## src/rtl/mem_stage_pipe.sv

```systemverilog
// MEM pipeline stage: captures one EX/MEM entry, runs a lane-aligned data-memory access with an ack timeout.
// Optional macro MEM_STAGE_MISALIGN_TRAP_EN traps misaligned half/word/double accesses without touching memory.
module mem_stage_pipe #(
  parameter int DATA_W   = 32,
  parameter int MAX_WAIT = 15
) (
  input  logic                clk,
  input  logic                rst_n,
  input  logic                in_valid,
  output logic                in_ready,
  input  logic [5:0]          mem_ctl,
  input  logic [1:0]          wb_ctl,
  input  logic [DATA_W-1:0]   alu_res,
  input  logic [DATA_W-1:0]   write_data,
  input  logic [DATA_W-1:0]   branch_addr,
  input  logic                zero,
  input  logic [4:0]          rd,
  output logic                dm_req,
  output logic                dm_we,
  output logic [DATA_W-1:0]   dm_addr,
  output logic [DATA_W-1:0]   dm_wdata,
  output logic [DATA_W/8-1:0] dm_be,
  input  logic                dm_ack,
  input  logic [DATA_W-1:0]   dm_rdata,
  output logic                out_valid,
  output logic [1:0]          wb_out,
  output logic [DATA_W-1:0]   alu_res_out,
  output logic [DATA_W-1:0]   read_data,
  output logic [4:0]          rd_out,
  output logic                branch_taken,
  output logic [DATA_W-1:0]   branch_addr_out,
  output logic                bus_err
);
  localparam int BYTES = DATA_W / 8;
  localparam int OFF_W = $clog2(BYTES);

  typedef enum logic [1:0] {S_IDLE, S_ACCESS, S_DONE} state_t;

  state_t              r_state, w_next;
  logic                r_branch, r_read, r_write, r_unsigned, r_zero;
  logic [1:0]          r_size, r_wb;
  logic [4:0]          r_rd;
  logic [7:0]          r_wait;
  logic [DATA_W-1:0]   r_alu, r_wdata, r_baddr, r_read_data;
  logic                r_bus_err, r_branch_taken;

  logic                w_accept, w_in_mem, w_misalign, w_timeout, w_sign;
  logic [3:0]          w_nbytes;
  logic [OFF_W-1:0]    w_off;
  logic [BYTES-1:0]    w_be;
  logic [DATA_W-1:0]   w_wdata, w_shift, w_load;

  function automatic logic [3:0] size_bytes(input logic [1:0] sz);
    case (sz)
      2'b00:   return 4'd1;
      2'b01:   return 4'd2;
      2'b10:   return 4'd4;
      default: return (DATA_W == 64) ? 4'd8 : 4'd4;
    endcase
  endfunction

  assign w_accept  = in_valid && (r_state == S_IDLE);
  assign w_in_mem  = mem_ctl[4] | mem_ctl[3];
  assign w_timeout = (r_state == S_ACCESS) && !dm_ack && (r_wait == 8'(MAX_WAIT - 1));

`ifdef MEM_STAGE_MISALIGN_TRAP_EN
  logic [3:0] w_in_nbytes;
  always_comb begin
    w_in_nbytes = size_bytes(mem_ctl[1:0]);
    w_misalign  = 1'b0;
    if (w_in_mem && (mem_ctl[1:0] != 2'b00))
      w_misalign = (alu_res[OFF_W-1:0] & OFF_W'(w_in_nbytes - 4'd1)) != '0;
  end
`else
  assign w_misalign = 1'b0;
`endif

  // NOTE: every always_comb output gets a default first, so no path can infer a latch.
  always_comb begin
    w_next = r_state;
    case (r_state)
      S_IDLE:   if (w_accept) w_next = (w_in_mem && !w_misalign) ? S_ACCESS : S_DONE;
      S_ACCESS: if (dm_ack || w_timeout) w_next = S_DONE;
      S_DONE:   w_next = S_IDLE;
      default:  w_next = S_IDLE;
    endcase
  end

  // A full-bus-width access has no sub-word lane choice, so its offset is ignored.
  always_comb begin
    w_nbytes = size_bytes(r_size);
    w_off    = (int'(w_nbytes) >= BYTES) ? '0 : r_alu[OFF_W-1:0];
    w_wdata  = r_wdata << {w_off, 3'b000};
    w_shift  = dm_rdata >> {w_off, 3'b000};
    w_sign   = 1'b0;
    w_be     = '0;
    w_load   = '0;
    for (int i = 0; i < BYTES; i++) begin
      w_be[i] = (i >= int'(w_off)) && (i < int'(w_off) + int'(w_nbytes));
      if (i == int'(w_nbytes) - 1) w_sign = w_shift[8*i+7];
    end
    for (int i = 0; i < BYTES; i++)
      w_load[8*i +: 8] = (i < int'(w_nbytes)) ? w_shift[8*i +: 8] : {8{w_sign & ~r_unsigned}};
  end

  // NOTE: sequential state uses non-blocking assignments so all registers update together at the edge.
  always_ff @(posedge clk or negedge rst_n) begin
    if (!rst_n) begin
      r_state        <= S_IDLE;
      r_branch       <= 1'b0;
      r_read         <= 1'b0;
      r_write        <= 1'b0;
      r_unsigned     <= 1'b0;
      r_zero         <= 1'b0;
      r_size         <= '0;
      r_wb           <= '0;
      r_rd           <= '0;
      r_wait         <= '0;
      r_alu          <= '0;
      r_wdata        <= '0;
      r_baddr        <= '0;
      r_read_data    <= '0;
      r_bus_err      <= 1'b0;
      r_branch_taken <= 1'b0;
    end else begin
      r_state <= w_next;
      if (w_accept) begin
        r_branch    <= mem_ctl[5];
        r_read      <= mem_ctl[4];
        r_write     <= mem_ctl[3];
        r_unsigned  <= mem_ctl[2];
        r_size      <= mem_ctl[1:0];
        r_wb        <= wb_ctl;
        r_alu       <= alu_res;
        r_wdata     <= write_data;
        r_baddr     <= branch_addr;
        r_zero      <= zero;
        r_rd        <= rd;
        r_wait      <= '0;
        r_read_data <= '0;
        r_bus_err   <= w_misalign;
        if (!(w_in_mem && !w_misalign)) r_branch_taken <= zero & mem_ctl[5];
      end else if (r_state == S_ACCESS) begin
        r_wait <= r_wait + 8'd1;
        if (dm_ack) begin
          r_read_data    <= (r_read && !r_write) ? w_load : '0;
          r_branch_taken <= r_zero & r_branch;
        end else if (w_timeout) begin
          r_bus_err      <= 1'b1;
          r_branch_taken <= r_zero & r_branch;
        end
      end
    end
  end

  assign in_ready        = (r_state == S_IDLE);
  assign dm_req          = (r_state == S_ACCESS);
  assign dm_we           = dm_req & r_write;
  assign dm_addr         = dm_req ? {r_alu[DATA_W-1:OFF_W], {OFF_W{1'b0}}} : '0;
  assign dm_be           = dm_req ? w_be : '0;
  assign dm_wdata        = (dm_req && r_write) ? w_wdata : '0;
  assign out_valid       = (r_state == S_DONE);
  assign wb_out          = r_wb;
  assign alu_res_out     = r_alu;
  assign read_data       = r_read_data;
  assign rd_out          = r_rd;
  assign branch_taken    = r_branch_taken;
  assign branch_addr_out = r_baddr;
  assign bus_err         = r_bus_err;
endmodule

```

## config.mk

```make
export PLATFORM = sky130hd
export DESIGN_NAME = mem_stage_pipe
export DESIGN_NICKNAME = d
export VERILOG_FILES = /design/src/rtl/mem_stage_pipe.sv
export SDC_FILE = /design/constraint.sdc
export NUM_CORES = 1
export LEC_CHECK = 0
export CAP_MARGIN = 20
export CORE_ASPECT_RATIO = 1.75
export CORE_MARGIN = 2
export CORE_UTILIZATION = 44
export CTS_BUF_LIST = sky130_fd_sc_hd__clkbuf_4
export DETAILED_ROUTE_END_ITERATION = 16
export PLACE_DENSITY = 0.82
export SYNTH_ARGS = -nofsm -noshare
export SYNTH_HDL_FRONTEND = slang
export SYNTH_SLANG_ARGS = --single-unit
```

## constraint.sdc

```tcl
create_clock -name clk -period 5.15 [get_ports clk]
set_input_delay 0.7725 -clock clk [delete_from_list [all_inputs] [get_ports clk]]
set_output_delay 0.7725 -clock clk [all_outputs]
set_load 0.03 [all_outputs]
```

==> reports/qor.txt <==
status -> finished, final reports clean
Synth Area per Inst -> 8.29 µm²
crit path max fanout -> 13
clock slew at reported path FFs -> 0.14 ns
DP HPWL -> 19700 µm
Std-Cell Rows -> 63
slew margin rel. -> 0.402
crit path from -> r_size[1]
Overflow after GRT -> 0
die span in y -> 179 µm
CTS max path bufs -> 2
Yosys reg bits -> 154
Post-Syn Area -> 7660 µm²
GP Congestion -> 0.983
RSZ-0062 raised after global routing -> false
Ports -> 323
total power -> 6.91 mW
FF-to-FF path depth -> 10
most area-consuming cells after synthesis -> dfrtp_1, nand2_1, mux2i_1, and2_1, a21oi_1
Startpoint Class -> register
CP bufs+invs -> 3
TritonRoute pass-1 iters -> 7
worst slew pin tran -> 0.897 ns
GRT busiest layer -> met2
Unique masters post-synth -> 54
Post-synth top flop -> dfrtp_1
Hold Path Class -> register to register
PwrDens -> 614 nW/µm²
Max H-tree Level -> 4
area growth from synthesis to layout -> 47.0%
max_cap viols -> 0
CP Capture Type -> output port
CTS tree -> built
Initial Util -> 0.450
Syn. warnings -> 0
met3 Usage GRT -> 0.0647
Hold Vio Cnt, Final -> 0
worst-skew pair later-pin latency -> 0.52 ns
sequential share of the synthesized area -> 0.503
largest net degree at the start of global routing -> 111
DRT antenna net count -> 0
crit share post-route -> 0.944
Die Area -> 18500 µm²
routed len/inst -> 17.8 µm
DRC Markers -> 0
WL final -> 26000 µm
Crit path depth -> 13
Post-synth ARST share -> 1.00
max incr delay on CP -> 0.69 ns
Worst Clk Skew -> 0.0301 ns
I/O Buffers -> 320
Period minus WS final -> 4.86 ns
share of the synthesized area in the top cell type -> 0.503
hold depth -> 1
final net count -> 1370
VDD IR-drop max -> 0.359 mV
Post-CTS Repair Setup Buffers -> 0
DRT iter0 DRCs -> 428
Total GRT Usage -> 0.281
WS Path Type -> register to output port
critical path's top delay family -> buffers and inverters
layout cell share with drive strength beyond 1 -> 0.0520
Root Buffer -> clkbuf_4
Max Slew Vio Count -> 0
Register Area -> 3850 µm²
critical path, cell by cell -> nor2b_1, inv_1, ha_1, nand2b_2, inv_2, ha_1, ha_1, nand2_1, o21ai_0, o2bb2ai_1, nor2_1, nor3_1, clkdlybuf4s50_1
vias -> 7602
final setup fails -> 0
CP Data Required Time -> 4.38 ns
Post-synth EDFFs -> 0
antenna violations before repair -> 3
FMAX -> 206 MHz
Multi-input gate area -> 3510 µm²
number of buffers created by CTS -> 17
global-route wire length before repair -> 40800 µm
Leak Pwr -> 5.33 nW
cell mode on critical path -> ha_1
met2 GRT Util -> 0.504
RR Startpoint -> r_size[1]
Core Region -> 17000 µm²
Sum Neg Setup Slack -> 0 ns
Cells after Synth -> 924
vias in the first global route -> 7681
Hold Crit Start -> r_wait[7]
clk sinks -> 154
Die X -> 104 µm
Worst path slowest cell -> clkdlybuf4s50_1
Fillers -> 1461
grt met1 use -> 0.304
post-synth top area cell -> dfrtp_1
Worst Path Arrival -> 4.09 ns
drt via density -> 5.21
==> per-stage QoR <==
stage | setup WS, ns | instances | hold slack, ns | area (µm²) | utilization
4_1_cts | 0.190 | 1455 | 0.362 | 11200 | 0.658
3_5_place_dp | 0.797 | 1423 | 0.462 | 11000 | 0.644
6_report | 0.286 | 1460 | 0.481 | 11300 | 0.661
5_1_grt | 0.0733 | 1459 | 0.503 | 11300 | 0.661
2_1_floorplan | 0.423 | 925 | 0.436 | 7660 | -
3_3_place_gp | 0.958 | 1423 | 0.452 | 11000 | 0.644
==> Yosys cell counts (all sizes together) (4+ instances only) <==
cell type and instances:
nor2 34, a311oi 7, nand3 15, mux2i 21, ha 7, a211oi 10, buf 30, nor3 7
nand2 445, inv 8, clkbuf 29, a21oi 32, dfrtp 154, o211ai 9, a32oi 7, nor2b 4
a22oi 8, o21ai 16, nor4 4, and3 18, and2 31
==> final cells by class <==
class                           count  share of cell area
Sequential cell                   154               0.342
Antenna cell                        3            0.000667
Tap cell                          227              0.0252
Clock inverter                     14              0.0101
Inverter                            8             0.00267
Clock buffer                       18              0.0120
Timing Repair Buffer              332               0.295
Multi-Input combinational cell    704               0.312
==> path summary, 6_finish.rpt <==
| path | slack (ns) | endpoint |
|---|---|---|
| max in group asynchronous | 3.22 | alu_res_out[31] |
| setup / recovery | 0.29 | dm_be[1] |
| hold reg to reg | 0.48 | r_wait[7] |
| hold / removal | 0.48 | r_wait[7] |
| min in group asynchronous | 0.63 | read_data[31] |
| setup reg to reg | 1.86 | read_data[1] |
==> metal layers <==
metal  part of all wire  wire (µm)  vias to the layer above
met5                  0          0                        -
met4              0.057       1480                        0
met3              0.073       1900                       84
met2               0.53      13700                      374
met1               0.34       8950                     3550
li1                   -          -                     3594
==> timing repair <==
action	CTS	global route
resized for setup	0	2
endpoints found under the hold margin	0	1
hold buffers	0	1
endpoints found under the setup margin	0	2
==> flip-flops by register name, summed over array words and instances (netlist names) <==
signal           count
alu_res_out         32
r_unsigned           1
r_size               2
wb_out               2
rd_out               5
r_write              1
r_branch             1
read_data           32
branch_addr_out     32
branch_taken         1
r_state              2
r_wdata             32
bus_err              1
r_zero               1
r_wait               8
r_read               1
==> logic make-up after synthesis <==
| group | count (synthesis) | synth area share |
|---|---|---|
| simple gates | 571 | 0.315 |
| flops | 154 | 0.503 |
| compound gates | 101 | 0.0985 |
| buf+inv | 67 | 0.0402 |
| mux | 22 | 0.0305 |
| fa+ha+maj | 7 | 0.0114 |
| other cells | 1 | 0.000490 |
| xor+xnor | 1 | 0.00114 |
==> cells in the final DEF (no fill, tap or decap), types with 15 or more instances in the layout <==
master,n
a21oi_1,32
and2_1,30
and3_1,18
clkbuf_4,18
clkdlybuf4s50_1,317
dfrtp_1,154
mux2i_1,20
nand2_1,444
nand3_1,15
nor2_1,34
==> power breakdown <==
group | switching (mW) | internal [mW]
logic | 2.59 | 1.55
registers | 0.411 | 1.69
clock network | 0.469 | 0.207
Power figures use the tool's default switching activity.
